--- src/rtl/nano_mem_pkg.sv ---
// Shared types and constants for the nano-cpu memory arbiter.
package nano_mem_pkg;

    typedef enum logic [1:0] {
        IDLE = 2'd0,
        WAIT = 2'd1,
        RESP = 2'd2
    } state_e;

    localparam logic PORT_IFETCH = 1'b0;
    localparam logic PORT_LSU    = 1'b1;

    localparam int CNT_W = 3;

endpackage

--- src/rtl/rr_arb2.sv ---
// Two-requester round-robin grant: a lone requester always wins,
// a tie goes to the port that did not win last time.
module rr_arb2 (
    input  logic [1:0] valid,
    input  logic       last_grant,
    output logic [1:0] grant
);

    always_comb begin
        grant = valid;
        if (&valid) grant = last_grant ? 2'b01 : 2'b10;
    end

endmodule

--- src/rtl/mem_arbiter.sv ---
// Round-robin arbiter sharing one single-port word memory between the
// instruction-fetch port (0) and the load/store port (1), one transaction at a time.
module mem_arbiter
    import nano_mem_pkg::*;
#(
    parameter int ADDR_W  = 16,
    parameter int DATA_W  = 32,
    parameter int MEM_LAT = 1
) (
    input  logic              clk,
    input  logic              rst_n,
    input  logic              p0_req_valid,
    output logic              p0_req_ready,
    input  logic [ADDR_W-1:0] p0_req_addr,
    input  logic              p0_req_we,
    input  logic [DATA_W-1:0] p0_req_wdata,
    output logic              p0_resp_valid,
    output logic [DATA_W-1:0] p0_resp_rdata,
    output logic              p0_resp_err,
    input  logic              p1_req_valid,
    output logic              p1_req_ready,
    input  logic [ADDR_W-1:0] p1_req_addr,
    input  logic              p1_req_we,
    input  logic [DATA_W-1:0] p1_req_wdata,
    output logic              p1_resp_valid,
    output logic [DATA_W-1:0] p1_resp_rdata,
    output logic              p1_resp_err,
    output logic              mem_en,
    output logic              mem_we,
    output logic [ADDR_W-3:0] mem_addr,
    output logic [DATA_W-1:0] mem_wdata,
    input  logic [DATA_W-1:0] mem_rdata
);

    state_e                       state_q, state_d;
    logic [CNT_W-1:0]             cnt_q, cnt_d;
    logic                         port_q, port_d;
    logic                         we_q, we_d;
    logic                         last_q, last_d;
    logic [1:0]                   resp_vld_q, resp_vld_d;
    logic [1:0]                   resp_err_q, resp_err_d;
    logic [1:0][DATA_W-1:0]       resp_rdata_q, resp_rdata_d;

    logic [1:0]        gnt;
    logic              gnt_port;
    logic              can_accept;
    logic              accept;
    logic              aligned;
    logic [ADDR_W-1:0] sel_addr;
    logic              sel_we;
    logic [DATA_W-1:0] sel_wdata;

    rr_arb2 u_rr (
        .valid      ({p1_req_valid, p0_req_valid}),
        .last_grant (last_q),
        .grant      (gnt)
    );

    assign gnt_port   = gnt[1] ? PORT_LSU : PORT_IFETCH;
    assign can_accept = (state_q == IDLE) || (state_q == RESP);
    assign accept     = can_accept && (|gnt);

    assign sel_addr  = gnt_port ? p1_req_addr  : p0_req_addr;
    assign sel_we    = gnt_port ? p1_req_we    : p0_req_we;
    assign sel_wdata = gnt_port ? p1_req_wdata : p0_req_wdata;
    assign aligned   = (sel_addr[1:0] == 2'b00);

    assign p0_req_ready = can_accept && gnt[0];
    assign p1_req_ready = can_accept && gnt[1];

    // Memory strobes are gated so the bus idles at zero between accesses.
    assign mem_en    = accept && aligned;
    assign mem_we    = mem_en && sel_we;
    assign mem_addr  = mem_en ? sel_addr[ADDR_W-1:2] : '0;
    assign mem_wdata = mem_en ? sel_wdata : '0;

    always_comb begin
        state_d      = state_q;
        cnt_d        = cnt_q;
        port_d       = port_q;
        we_d         = we_q;
        last_d       = last_q;
        resp_vld_d   = '0;
        resp_err_d   = '0;
        resp_rdata_d = '0;

        case (state_q)
            WAIT: begin
                cnt_d = cnt_q - 3'd1;
                if (cnt_q == 3'd1) begin
                    state_d              = RESP;
                    resp_vld_d[port_q]   = 1'b1;
                    resp_rdata_d[port_q] = we_q ? '0 : mem_rdata;
                end
            end
            RESP:    state_d = IDLE;
            default: state_d = state_q;
        endcase

        // A new accept in RESP overrides the fall-back to IDLE.
        if (accept) begin
            port_d = gnt_port;
            last_d = gnt_port;
            we_d   = sel_we;
            if (aligned) begin
                cnt_d   = CNT_W'(MEM_LAT);
                state_d = WAIT;
            end else begin
                state_d              = RESP;
                resp_vld_d[gnt_port] = 1'b1;
                resp_err_d[gnt_port] = 1'b1;
            end
        end
    end

    always_ff @(posedge clk or negedge rst_n) begin
        if (!rst_n) begin
            state_q      <= IDLE;
            cnt_q        <= '0;
            port_q       <= PORT_IFETCH;
            we_q         <= 1'b0;
            last_q       <= PORT_LSU;
            resp_vld_q   <= '0;
            resp_err_q   <= '0;
            resp_rdata_q <= '0;
        end else begin
            state_q      <= state_d;
            cnt_q        <= cnt_d;
            port_q       <= port_d;
            we_q         <= we_d;
            last_q       <= last_d;
            resp_vld_q   <= resp_vld_d;
            resp_err_q   <= resp_err_d;
            resp_rdata_q <= resp_rdata_d;
        end
    end

    assign p0_resp_valid = resp_vld_q[0];
    assign p0_resp_err   = resp_err_q[0];
    assign p0_resp_rdata = resp_rdata_q[0];
    assign p1_resp_valid = resp_vld_q[1];
    assign p1_resp_err   = resp_err_q[1];
    assign p1_resp_rdata = resp_rdata_q[1];

endmodule

--- config.mk ---
export PLATFORM = sky130hd
export DESIGN_NAME = mem_arbiter
export DESIGN_NICKNAME = d
export VERILOG_FILES = /design/src/rtl/nano_mem_pkg.sv /design/src/rtl/rr_arb2.sv /design/src/rtl/mem_arbiter.sv
export SDC_FILE = /design/constraint.sdc
export NUM_CORES = 1
export LEC_CHECK = 0
export BUFFER_PORTS_ARGS = -buffer_cell sky130_fd_sc_hd__buf_2
export CAP_MARGIN = 20
export CORE_MARGIN = 2
export CORE_UTILIZATION = 30
export CTS_CLUSTER_SIZE = 12
export DETAILED_ROUTE_END_ITERATION = 10
export GPL_TIMING_DRIVEN = 0
export PLACE_DENSITY_LB_ADDON = 0.1
export SETUP_SLACK_MARGIN = 0.2
export SLEW_MARGIN = 30
export SYNTH_ARGS = -nofsm -noshare
export SYNTH_HDL_FRONTEND = slang
export SYNTH_SLANG_ARGS = --single-unit
export TNS_END_PERCENT = 30
--- constraint.sdc ---
create_clock -name clk -period 1.7 [get_ports clk]
set_clock_uncertainty 0.15 [all_clocks]
set_input_delay 0.255 -clock clk [delete_from_list [all_inputs] [get_ports clk]]
set_output_delay 0.255 -clock clk [all_outputs]
set_load 0.1 [all_outputs]
==> results of run 1 <==
[cell families (layout without fill, tap and decap cells)]
| family | count (synthesis) | count (layout) |
|---|---|---|
| DFF | 76 | 76 |
| AOI/OAI and AO/OA | 64 | 64 |
| and+or+nand+nor | 207 | 207 |
| adders and majority gates | 2 | 2 |
| muxes | 4 | 4 |
| other | 0 | 1 |
| buffers and inverters | 42 | 321 |
| xor gates and xnor gates | 2 | 2 |
[sequential cells by signal (all words and copies together), names as in the netlist]
register / count
resp_vld_q: 2
we_q: 1
p1_resp_rdata: 32
state_q: 2
last_q: 1
p0_resp_rdata: 32
resp_err_q: 2
cnt_q: 3
port_q: 1
[how the worst min path moves through the flow]
stage                   from           endpoint  depth (start not counted)
2_1_floorplan          rst_n           cnt_q[0]                          0
3_3_place_gp    mem_rdata[2]   p0_resp_rdata[2]                          3
3_5_place_dp           rst_n   p1_resp_rdata[9]                          1
4_1_cts        mem_rdata[21]  p1_resp_rdata[21]                          3
5_1_grt        mem_rdata[24]  p0_resp_rdata[24]                          3
6_report       mem_rdata[24]  p0_resp_rdata[24]                          3
[per-layer routing]
metal	wire length [µm]	track usage
met2	7335	0.3586
met3	831	0.04968
met1	5346	0.2546
met4	242	0.05610
met5	0	0
[where the power goes]
part / switching (µW) / leakage (µW) / internal, µW
Sequential: 8.09 / 0.00103 / 1820
Clock: 699 / 0.000142 / 1060
Combinational: 371 / 0.00204 / 274
Total: 1080 / 0.00321 / 3150
[cells in the mapped netlist (all sizes together)]
| master | instances | area [µm²] |
|---|---|---|
| a21bo | 1 | 10.01 |
| a21boi | 1 | 7.510 |
| a21o | 1 | 7.510 |
| a21oi | 51 | 255.2 |
| buf | 17 | 113.9 |
| clkbuf | 20 | 75.07 |
| dfrtp | 75 | 1877 |
| dfstp | 1 | 26.28 |
| ha | 2 | 25.02 |
| inv | 5 | 18.77 |
| mux2 | 2 | 26.27 |
| mux2i | 2 | 20.02 |
| nand2 | 1 | 3.750 |
| nand2b | 34 | 212.7 |
| nand3 | 95 | 475.5 |
| nand3b | 1 | 7.510 |
| nor2 | 71 | 266.5 |
| nor2b | 3 | 18.77 |
| nor3 | 1 | 5.000 |
| o21ai | 8 | 40.03 |
| o21bai | 1 | 7.510 |
| o31ai | 1 | 7.510 |
| or3 | 1 | 6.260 |
| xnor2 | 1 | 8.760 |
| xor2 | 1 | 8.760 |
[worst max-delay path, delay by kind of cell, from the launching register on]
kind                   cells  cell delay (ps)
AND/OR/NAND/NOR            1              110
flip-flops                 1              560
buffers and inverters      3              470
AO/OA/AOI/OAI              2              350
[layout make-up]
class | count | area (µm²) | share of cell area
diodes | 1 | 2.502 | 0.0003225
plain buffers | 37 | 435.4 | 0.05612
clock buffers | 12 | 256.5 | 0.03306
clock inverters | 4 | 23.77 | 0.003064
inverters | 5 | 18.77 | 0.002419
multi-input cells | 279 | 2655 | 0.3422
flip-flops and latches | 76 | 1903 | 0.2453
well taps | 143 | 178.9 | 0.02306
repair buffers | 263 | 2285 | 0.2945
[per-stage QoR]
step | hold slack (ps) | std cells | utilization | total power, µW | instance area, µm²
2_1_floorplan | -190.6 | 397 | - | 2098 | 4268
3_5_place_dp | 75.96 | 792 | 0.4993 | 2349 | 5725
6_report | 26.76 | 820 | 0.6766 | 4230 | 7759
4_1_cts | 14.12 | 815 | 0.6178 | 4167 | 7084
3_3_place_gp | 350.9 | 791 | 0.4973 | 2330 | 5703
5_1_grt | 33.63 | 820 | 0.6766 | 4391 | 7759
[repair_timing]
action	CTS	global route
pin swaps	40	76
gates resized for setup	274	169
endpoints found under the setup margin	126	159
setup buffers	6	1
endpoints found under the hold margin	31	0
gates cloned	0	3
hold buffers	1	0
==> flow_results.xml, run 1 <==
<?xml version="1.0" encoding="UTF-8"?>
<metrics>
  <group name="drt">
    <metric name="dr.pass1.iters" unit="">4</metric>
    <metric name="wire_per_inst" unit="µm">16.78</metric>
    <metric name="drt_iter0_drc" unit="">184</metric>
    <metric name="route.final.wire_length" unit="µm">13760</metric>
    <metric name="detail_route.vias_per_cell" unit="">4.922</metric>
    <metric name="route.antenna.remaining_nets" unit="">0</metric>
    <metric name="detail_route.drc_violations" unit="">0</metric>
    <metric name="via_count" unit="">4036</metric>
  </group>
  <group name="placement">
    <metric name="gp_routability_congestion" unit="">0.9024</metric>
    <metric name="place_ws" unit="ps">-737.5</metric>
    <metric name="numPortBuffers" unit="">251</metric>
    <metric name="place.detailed.hpwl" unit="µm">9543</metric>
  </group>
  <group name="worst_setup_path">
    <metric name="arrival" unit="ps">1820</metric>
    <metric name="r2r_cells" unit="">6</metric>
    <metric name="critPathRequiredTime" unit="ps">1290</metric>
    <metric name="worstPathMaxFanout" unit="">9</metric>
    <metric name="critPathSlowestCell" unit="">dfstp_2</metric>
    <metric name="setup_crit_end" unit="">mem_wdata[30]</metric>
    <metric name="critical_path.startpoint" unit="">last_q</metric>
    <metric name="timing.critical_path.from_type" unit="">register</metric>
    <metric name="worst-r2r-setup-slack" unit="ps">20</metric>
    <metric name="setup.worst_path.end_class" unit="">primary output</metric>
    <metric name="path_class" unit="">register to primary output</metric>
    <metric name="critical_path.cell_chain" unit="">a21bo_4 &gt; buf_12 &gt; buf_12 &gt; nand3_2 &gt; a21oi_4 &gt; buf_12</metric>
    <metric name="worst_r2r_startpoint" unit="">last_q</metric>
    <metric name="cp_common_cell" unit="">buf_12</metric>
    <metric name="timing.critical_path.slowest_cell_delay" unit="ps">560</metric>
    <metric name="crit-reg2reg-capture" unit="">state_q[0]</metric>
  </group>
  <group name="cells_and_area">
    <metric name="layout_common_cells" unit="">156 x buf_2, 75 x dfrtp_1, 61 x buf_12</metric>
    <metric name="flow.area_growth_from_synthesis" unit="%">119.7</metric>
    <metric name="final_net_count" unit="">807</metric>
    <metric name="fill_cell_instance_count_of_the_final_layout" unit="">882</metric>
    <metric name="drive_gt1_frac" unit="">0.6953</metric>
    <metric name="layout.cells.most_common" unit="">buf_2</metric>
  </group>
  <group name="grt">
    <metric name="wire_length_of_the_first_global_routing_pass" unit="µm">20760</metric>
    <metric name="grt_start_max_net_pins" unit="">45</metric>
    <metric name="overflow" unit="">0</metric>
    <metric name="grt_pass1_vias" unit="">4131</metric>
    <metric name="antenna_violations_before_repair" unit="">1</metric>
    <metric name="grt_util_all_layers" unit="">0.2055</metric>
  </group>
  <group name="yosys">
    <metric name="netlist_instances" unit="">397</metric>
    <metric name="netlist-cell-type-count" unit="">29</metric>
    <metric name="main_combinational_cell_family_by_area_after_synthesis" unit="">simple AND/OR/NAND/NOR gates</metric>
    <metric name="post_synth_fa_ha_maj_area_fraction" unit="">0.007087</metric>
    <metric name="yosys.area_share.xor_xnor" unit="">0.004961</metric>
    <metric name="yosys-mux-area-fraction" unit="">0.01311</metric>
    <metric name="synth_simple_gate_area_frac" unit="">0.2821</metric>
    <metric name="synthesized_area_fraction_occupied_by_ao_oa_aoi_and_oai_cells" unit="">0.09497</metric>
    <metric name="syn_avg_cell_area" unit="µm²">8.894</metric>
    <metric name="yosys_warnings" unit="">0</metric>
    <metric name="yosysSeqAreaShare" unit="">0.5390</metric>
    <metric name="synth_area" unit="mm²">0.003531</metric>
    <metric name="synth_nets" unit="">533</metric>
    <metric name="ys_ff_latch" unit="">76</metric>
  </group>
  <group name="clocking">
    <metric name="ctsHtreeMaxLevel" unit="">3</metric>
    <metric name="cts_root_buffer_type" unit="">clkbuf_16</metric>
    <metric name="tritoncts" unit="">done</metric>
    <metric name="clkLatencyLatePin" unit="ps">330</metric>
    <metric name="clkSlewWorstSetupHoldPaths" unit="ps">60</metric>
    <metric name="clock_tree.buffer_depth" unit="">2</metric>
    <metric name="cts_sinks" unit="">76</metric>
    <metric name="numCtsBuffers" unit="">9</metric>
  </group>
  <group name="sta">
    <metric name="rsz0062_at_grt" unit="">true</metric>
    <metric name="worstMarginPinSlew" unit="ps">501.5</metric>
    <metric name="total_negative_slack_for_setup_checks" unit="ps">-24020</metric>
    <metric name="finalSetupViolCount" unit="">50</metric>
    <metric name="final.period_utilization" unit="">1.309</metric>
    <metric name="timing.fmax" unit="MHz">449.5</metric>
    <metric name="worst_slew_margin_rel" unit="">0.6679</metric>
    <metric name="slack_of_the_critical_path" unit="ps">-524.9</metric>
    <metric name="hold_viol" unit="">0</metric>
    <metric name="timing_max_transition_violations_final" unit="">0</metric>
    <metric name="layout_min_cycle_time" unit="ps">2225</metric>
  </group>
  <group name="pwr">
    <metric name="p_leak" unit="µW">0.003212</metric>
    <metric name="powerDensity" unit="mW/mm²">545.2</metric>
    <metric name="ir_worst_vdd" unit="µV">681.7</metric>
  </group>
  <group name="outcome">
    <metric name="violated_checks" unit="">negative setup slack</metric>
    <metric name="outcome" unit="">finished with violations</metric>
  </group>
  <group name="hold_path">
    <metric name="worstHoldPathType" unit="">input pin to register</metric>
  </group>
  <group name="floorplan">
    <metric name="core_area" unit="mm²">0.01147</metric>
    <metric name="i_o_pin_count" unit="">252</metric>
    <metric name="die_w" unit="µm">112.5</metric>
    <metric name="die_area" unit="mm²">0.01265</metric>
    <metric name="rows" unit="">39</metric>
    <metric name="die_height" unit="µm">112.5</metric>
    <metric name="floorplan.initialDensity" unit="">0.3079</metric>
  </group>
  <group name="flow_run">
    <metric name="max_cap_viol_count" unit="">0</metric>
  </group>
</metrics>
Power figures use the tool's default switching activity.
==> run 2: changes to the inputs <==
--- a/config.mk
+++ b/config.mk
@@ -5,6 +5,7 @@
 export SDC_FILE = /design/constraint.sdc
 export NUM_CORES = 1
 export LEC_CHECK = 0
+export ABC_AREA = 1
 export BUFFER_PORTS_ARGS = -buffer_cell sky130_fd_sc_hd__buf_2
 export CAP_MARGIN = 20
 export CORE_MARGIN = 2
==> flow_results.xml, run 2 <==
<?xml version="1.0" encoding="UTF-8"?>
<metrics>
  <group name="outcome">
    <metric name="outcome" unit="">finished with violations</metric>
    <metric name="violated_checks" unit="">negative setup slack</metric>
  </group>
  <group name="worst_setup_path">
    <metric name="critical_path.cell_chain" unit="">nand2_4 &gt; nand2_4 &gt; nand2_2 &gt; nand2_4 &gt; nand2_8 &gt; buf_12 &gt; nor2_4 &gt; buf_12</metric>
    <metric name="worst_r2r_startpoint" unit="">last_q</metric>
    <metric name="critical_path.startpoint" unit="">last_q</metric>
    <metric name="path_class" unit="">register to primary output</metric>
    <metric name="arrival" unit="ps">1860</metric>
    <metric name="cp_common_cell" unit="">nand2_4</metric>
    <metric name="critPathSlowestCell" unit="">dfstp_2</metric>
    <metric name="timing.critical_path.from_type" unit="">register</metric>
    <metric name="timing.critical_path.slowest_cell_delay" unit="ps">560</metric>
    <metric name="worstPathMaxFanout" unit="">10</metric>
    <metric name="critPathRequiredTime" unit="ps">1290</metric>
    <metric name="setup.worst_path.end_class" unit="">primary output</metric>
  </group>
  <group name="yosys">
    <metric name="postSynth.topFlopCell" unit="">dfrtp_1</metric>
    <metric name="netlist-cell-type-count" unit="">17</metric>
    <metric name="yosys_warnings" unit="">0</metric>
    <metric name="syn_avg_cell_area" unit="µm²">7.379</metric>
    <metric name="ys_ff_latch" unit="">76</metric>
    <metric name="synth_area" unit="mm²">0.003660</metric>
    <metric name="number_of_flops_mapped_to_enable_cells_by_yosys" unit="">0</metric>
    <metric name="async_flop_share" unit="">1.000</metric>
    <metric name="synth_commonest_cells" unit="">142 x nand2_1, 118 x nor2_1, 75 x dfrtp_1</metric>
    <metric name="post_synth_main_area_contributors" unit="">dfrtp_1 51%, nand2_1 15%, nor2_1 12%, nand3_1 7.0%, inv_1 6.4%</metric>
    <metric name="yosysSeqAreaShare" unit="">0.5200</metric>
    <metric name="yosysTopAreaCellShare" unit="">0.5128</metric>
    <metric name="netlist_instances" unit="">496</metric>
    <metric name="synthMostInstantiatedCell" unit="">nand2_1</metric>
    <metric name="synth_nets" unit="">632</metric>
    <metric name="synth.largest_area_cell" unit="">dfrtp_1</metric>
  </group>
  <group name="floorplan">
    <metric name="rows" unit="">40</metric>
    <metric name="die_height" unit="µm">114.5</metric>
    <metric name="die_area" unit="mm²">0.01310</metric>
    <metric name="die_w" unit="µm">114.5</metric>
    <metric name="i_o_pin_count" unit="">252</metric>
    <metric name="core_area" unit="mm²">0.01196</metric>
    <metric name="floorplan.initialDensity" unit="">0.3060</metric>
  </group>
  <group name="drt">
    <metric name="drt_iter0_drc" unit="">222</metric>
    <metric name="route.final.wire_length" unit="µm">12160</metric>
    <metric name="dr.pass1.iters" unit="">4</metric>
    <metric name="route.antenna.remaining_nets" unit="">0</metric>
    <metric name="wire_per_inst" unit="µm">13.14</metric>
    <metric name="top_layer_used" unit="">met4</metric>
    <metric name="routed_wire_length_on_met2" unit="µm">6413</metric>
    <metric name="detailroute.wirelength.met3" unit="µm">863</metric>
    <metric name="detail_route.vias_per_cell" unit="">4.441</metric>
    <metric name="via_count" unit="">4108</metric>
    <metric name="detail_route.drc_violations" unit="">0</metric>
    <metric name="met1Wirelength" unit="µm">4607</metric>
  </group>
  <group name="sta">
    <metric name="worstMarginPinSlew" unit="ps">491.4</metric>
    <metric name="hold_viol" unit="">0</metric>
    <metric name="timing_max_transition_violations_final" unit="">0</metric>
    <metric name="finalSetupViolCount" unit="">50</metric>
    <metric name="whs" unit="ps">15.29</metric>
    <metric name="final.period_utilization" unit="">1.334</metric>
    <metric name="rsz0062_at_grt" unit="">true</metric>
    <metric name="total_negative_slack_for_setup_checks" unit="ps">-25680</metric>
    <metric name="layout_min_cycle_time" unit="ps">2267</metric>
    <metric name="slack_of_the_critical_path" unit="ps">-567.0</metric>
    <metric name="worst_slew_margin_rel" unit="">0.6746</metric>
    <metric name="timing.fmax" unit="MHz">441.1</metric>
  </group>
  <group name="cells_and_area">
    <metric name="storage_cell_area" unit="mm²">0.001903</metric>
    <metric name="layout_common_cells" unit="">150 x buf_2, 132 x nand2_1, 75 x dfrtp_1</metric>
    <metric name="drive_gt1_frac" unit="">0.4942</metric>
    <metric name="flow.area_growth_from_synthesis" unit="%">91.90</metric>
    <metric name="fill_cell_instance_count_of_the_final_layout" unit="">1051</metric>
    <metric name="layout.cells.most_common" unit="">buf_2</metric>
    <metric name="multi_input_comb_area" unit="mm²">0.001838</metric>
    <metric name="layoutNonFillerInstCount" unit="">925</metric>
    <metric name="final_net_count" unit="">908</metric>
  </group>
  <group name="placement">
    <metric name="numPortBuffers" unit="">251</metric>
    <metric name="gp_routability_congestion" unit="">0.7533</metric>
    <metric name="dpl.cell_count" unit="">895</metric>
    <metric name="place.detailed.hpwl" unit="µm">8935</metric>
    <metric name="place_ws" unit="ps">-506.7</metric>
  </group>
  <group name="clocking">
    <metric name="clock_tree.buffer_depth" unit="">2</metric>
    <metric name="tritoncts" unit="">done</metric>
    <metric name="cts_sinks" unit="">76</metric>
    <metric name="numCtsBuffers" unit="">9</metric>
    <metric name="clkSlewWorstSetupHoldPaths" unit="ps">60</metric>
    <metric name="clkLatencyLatePin" unit="ps">330</metric>
    <metric name="cts_root_buffer_type" unit="">clkbuf_16</metric>
    <metric name="ctsHtreeMaxLevel" unit="">3</metric>
  </group>
  <group name="grt">
    <metric name="antenna_violations_before_repair" unit="">1</metric>
    <metric name="grt_start_max_net_pins" unit="">52</metric>
    <metric name="grt_pass1_vias" unit="">4264</metric>
    <metric name="grt_util_all_layers" unit="">0.1887</metric>
    <metric name="wire_length_of_the_first_global_routing_pass" unit="µm">19420</metric>
    <metric name="overflow" unit="">0</metric>
  </group>
  <group name="flow_run">
    <metric name="max_cap_viol_count" unit="">0</metric>
  </group>
  <group name="pwr">
    <metric name="powerDensity" unit="mW/mm²">1205</metric>
    <metric name="ir_worst_vdd" unit="µV">570.1</metric>
    <metric name="p_leak" unit="µW">0.003813</metric>
  </group>
  <group name="hold_path">
    <metric name="worstHoldPathType" unit="">input pin to register</metric>
    <metric name="worstHoldStart" unit="">mem_rdata[6]</metric>
  </group>
</metrics>
==> run 2: changes by cell type in the layout (fill, tap and decap cells not counted), sizes merged, moves of 34 or more <==
cell / delta
nor2: +47
nand3: -43
inv: +56
nand2b: -34
nand2: +143
a21oi: -49
==> run 2: cell families (layout without fill, tap and decap cells) <==
kind of cell,count (synthesis),after routing,synth area share
AOI/OAI and AO/OA,11,11,0.01504
adders and majority gates,2,2,0.006837
buffers and inverters,91,372,0.1128
DFF,76,76,0.5200
other,0,1,0
and+or+nand+nor,316,316,0.3453
==> run 2: final cells by class <==
class,instances,area share
antenna,1,0.0003563
buffer,29,0.04151
clock buffer,13,0.03421
clock inverter,3,0.002494
inverter,62,0.03367
multi-input combinational,329,0.2617
sequential,76,0.2710
tap,147,0.02619
timing repair buffer,265,0.3289
==> run 2: per-stage QoR <==
stage                 util  cell area, µm²  total power (µW)
floorplan                -            4071              5229
global placement    0.4608            5512              5950
detailed placement  0.4633            5542              6006
CTS                 0.5495            6573              8211
global route        0.5871            7023              8936
finish              0.5871            7023              8462
==> run 2: path summary, 6_finish.rpt <==
kind	end	cells after the start	slack, ps
max	mem_wdata[18]	8	-570
min	p0_resp_rdata[6]	3	20
max reg2reg	cnt_q[0]	6	70
min reg2reg	p0_resp_rdata[6]	1	300
max in group asynchronous	p0_resp_rdata[20]	3	620
min in group asynchronous	p0_resp_rdata[1]	2	240
==> run 2: per-layer routing <==
layer / vias to the layer above / track usage
li1: 2034 / -
met1: 1884 / 0.2077
met3: 20 / 0.05082
met5: - / 0
met4: 0 / 0.07317
met2: 170 / 0.3440
==> run 2: repair_timing <==
action / CTS / global route
pin swaps: 5 / 11
endpoints found under the hold margin: 25 / 0
cloned: 2 / 1
gates resized for setup: 197 / 129
buffers inserted: 6 / 3
setup endpoints to repair: 124 / 163
hold buffers: 1 / 0
==> run 2: power breakdown <==
| part | switching (µW) | internal, µW | leakage [µW] |
|---|---|---|---|
| sequential | 119 | 2040 | 0.00104 |
| combinational | 3250 | 1380 | 0.00265 |
| clock | 687 | 984 | 0.000124 |
| total | 4060 | 4400 | 0.00381 |
==> run 2: worst max-delay path: cells and delay by family, from the launching register on <==
| kind | cells | cell delay, ps |
|---|---|---|
| flops | 1 | 560 |
| simple gates | 6 | 590 |
| buf+inv | 2 | 360 |
==> run 3: changes to the inputs <==
--- a/config.mk
+++ b/config.mk
@@ -8,13 +8,16 @@
 export ABC_AREA = 1
 export BUFFER_PORTS_ARGS = -buffer_cell sky130_fd_sc_hd__buf_2
 export CAP_MARGIN = 20
+export CELL_PAD_IN_SITES_DETAIL_PLACEMENT = 1
+export CELL_PAD_IN_SITES_GLOBAL_PLACEMENT = 1
 export CORE_MARGIN = 2
-export CORE_UTILIZATION = 30
+export CORE_UTILIZATION = 25
 export CTS_CLUSTER_SIZE = 12
 export DETAILED_ROUTE_END_ITERATION = 10
 export GPL_TIMING_DRIVEN = 0
 export PLACE_DENSITY_LB_ADDON = 0.1
 export SETUP_SLACK_MARGIN = 0.2
+export SKIP_LAST_GASP = 1
 export SLEW_MARGIN = 30
 export SYNTH_ARGS = -nofsm -noshare
 export SYNTH_HDL_FRONTEND = slang
==> flow_results.xml, run 3 (synthesis results as in run 2) <==
<?xml version="1.0" encoding="UTF-8"?>
<metrics>
  <group name="hold_path">
    <metric name="worstHoldPathType" unit="">input pin to register</metric>
  </group>
  <group name="floorplan">
    <metric name="rows" unit="">44</metric>
    <metric name="die_height" unit="µm">125.0</metric>
    <metric name="floorplan.initialDensity" unit="">0.2537</metric>
    <metric name="i_o_pin_count" unit="">252</metric>
    <metric name="die_w" unit="µm">125.0</metric>
    <metric name="die_area" unit="mm²">0.01562</metric>
    <metric name="core_area" unit="mm²">0.01442</metric>
  </group>
  <group name="sta">
    <metric name="timing.fmax" unit="MHz">443.2</metric>
    <metric name="slack_of_the_critical_path" unit="ps">-556.3</metric>
    <metric name="hold_viol" unit="">0</metric>
    <metric name="rsz0062_at_grt" unit="">true</metric>
    <metric name="worst_slew_margin_rel" unit="">0.6659</metric>
    <metric name="worstMarginPinSlew" unit="ps">501.1</metric>
    <metric name="finalSetupViolCount" unit="">53</metric>
    <metric name="layout_min_cycle_time" unit="ps">2256</metric>
    <metric name="final.period_utilization" unit="">1.327</metric>
    <metric name="timing_max_transition_violations_final" unit="">0</metric>
    <metric name="total_negative_slack_for_setup_checks" unit="ps">-25790</metric>
  </group>
  <group name="drt">
    <metric name="dr.pass1.iters" unit="">4</metric>
    <metric name="detail_route.drc_violations" unit="">0</metric>
    <metric name="drt_iter0_drc" unit="">109</metric>
    <metric name="route.final.wire_length" unit="µm">14340</metric>
    <metric name="route.antenna.remaining_nets" unit="">0</metric>
    <metric name="wire_per_inst" unit="µm">14.77</metric>
    <metric name="via_count" unit="">4227</metric>
    <metric name="detail_route.vias_per_cell" unit="">4.353</metric>
  </group>
  <group name="placement">
    <metric name="gp_routability_congestion" unit="">0.7575</metric>
    <metric name="numPortBuffers" unit="">251</metric>
    <metric name="place.detailed.hpwl" unit="µm">10400</metric>
    <metric name="place_ws" unit="ps">-623.4</metric>
  </group>
  <group name="grt">
    <metric name="antenna_violations_before_repair" unit="">1</metric>
    <metric name="grt_pass1_vias" unit="">4481</metric>
    <metric name="grt_start_max_net_pins" unit="">45</metric>
    <metric name="grt_util_all_layers" unit="">0.1785</metric>
    <metric name="overflow" unit="">0</metric>
    <metric name="wire_length_of_the_first_global_routing_pass" unit="µm">22590</metric>
  </group>
  <group name="pwr">
    <metric name="p_leak" unit="µW">0.003919</metric>
    <metric name="powerDensity" unit="mW/mm²">1240</metric>
    <metric name="ir_worst_vdd" unit="µV">535.0</metric>
  </group>
  <group name="cells_and_area">
    <metric name="drive_gt1_frac" unit="">0.4930</metric>
    <metric name="final_net_count" unit="">918</metric>
    <metric name="layout_common_cells" unit="">210 x buf_2, 130 x nand2_1, 74 x dfrtp_1</metric>
    <metric name="flow.area_growth_from_synthesis" unit="%">92.27</metric>
    <metric name="antenna-diode-count" unit="">0</metric>
    <metric name="layout.cells.most_common" unit="">buf_2</metric>
  </group>
  <group name="clocking">
    <metric name="tritoncts" unit="">done</metric>
    <metric name="clkLatencyLatePin" unit="ps">320</metric>
    <metric name="ctsHtreeMaxLevel" unit="">3</metric>
    <metric name="clock_tree.buffer_depth" unit="">2</metric>
    <metric name="clkSlewWorstSetupHoldPaths" unit="ps">50</metric>
    <metric name="cts_root_buffer_type" unit="">clkbuf_16</metric>
    <metric name="cts_sinks" unit="">76</metric>
    <metric name="numCtsBuffers" unit="">9</metric>
  </group>
  <group name="worst_setup_path">
    <metric name="arrival" unit="ps">1850</metric>
    <metric name="setup.worst_path.end_class" unit="">primary output</metric>
    <metric name="path_class" unit="">register to primary output</metric>
    <metric name="timing.critical_path.from_type" unit="">register</metric>
    <metric name="critPathRequiredTime" unit="ps">1290</metric>
    <metric name="worstPathMaxFanout" unit="">5</metric>
  </group>
  <group name="outcome">
    <metric name="violated_checks" unit="">negative setup slack</metric>
    <metric name="outcome" unit="">finished with violations</metric>
  </group>
  <group name="flow_run">
    <metric name="max_cap_viol_count" unit="">0</metric>
  </group>
</metrics>
[run 3: worst max-delay path: stages (launching register included)]
cell,delay [ps]
dfstp_2,560
nand2_4,90
nand2_4,100
nand2_2,60
nand2_4,110
nand2_4,120
clkbuf_16,190
nor2_4,90
buf_8,200
[run 3: worst paths after layout]
check                              start                 to  slack, ps  cells after the start
max                               last_q        mem_addr[7]       -560                      8
max in group asynchronous          rst_n             last_q        470                      3
min reg2reg                         we_q   p0_resp_rdata[6]        330                      1
max reg2reg                       last_q         state_q[0]        -70                      8
min in group asynchronous          rst_n  p1_resp_rdata[13]        290                      2
min                        mem_rdata[11]  p1_resp_rdata[11]         30                      3
[run 3: layout make-up]
| class | count | area, µm² |
|---|---|---|
| sequential | 76 | 1904 |
| buffer | 29 | 265.3 |
| clock inverter | 4 | 48.80 |
| clock buffer | 12 | 246.5 |
| multi-input combinational | 330 | 1837 |
| timing repair buffer | 274 | 2263 |
| fill | 1731 | 7387 |
| inverter | 62 | 241.5 |
| tap | 184 | 230.2 |
[run 3: power by group]
| group | total [µW] | switching, µW | internal, µW |
|---|---|---|---|
| Sequential | 2160 | 116 | 2040 |
| Clock | 1850 | 677 | 1170 |
| Combinational | 4720 | 3330 | 1380 |
| Total | 8730 | 4130 | 4600 |
[run 3: routing by layer]
metal	track usage	routed length, µm
met1	0.1986	5392
met2	0.3223	7473
met3	0.06461	1257
met4	0.04771	199
met5	0	13
[run 3: through the flow]
stage / std cells / util / hold slack (ps) / area (µm²) / total power, µW
2_1_floorplan: 496 / - / -190.6 / 4071 / 5229
3_3_place_gp: 931 / 0.3853 / 294.8 / 5558 / 5991
3_5_place_dp: 932 / 0.3869 / 80.87 / 5580 / 6070
4_1_cts: 954 / 0.4586 / 11.72 / 6615 / 8322
5_1_grt: 971 / 0.4879 / 31.45 / 7037 / 9219
6_report: 971 / 0.4879 / 26.54 / 7037 / 8727
[run 3: repair_timing]
action / CTS / global route
endpoints found under the hold margin: 32 / 0
hold buffers: 1 / 0
resized for setup: 185 / 69
setup endpoints to repair: 137 / 173
cloned: 0 / 6
pin swaps: 3 / 20
setup buffers: 5 / 11
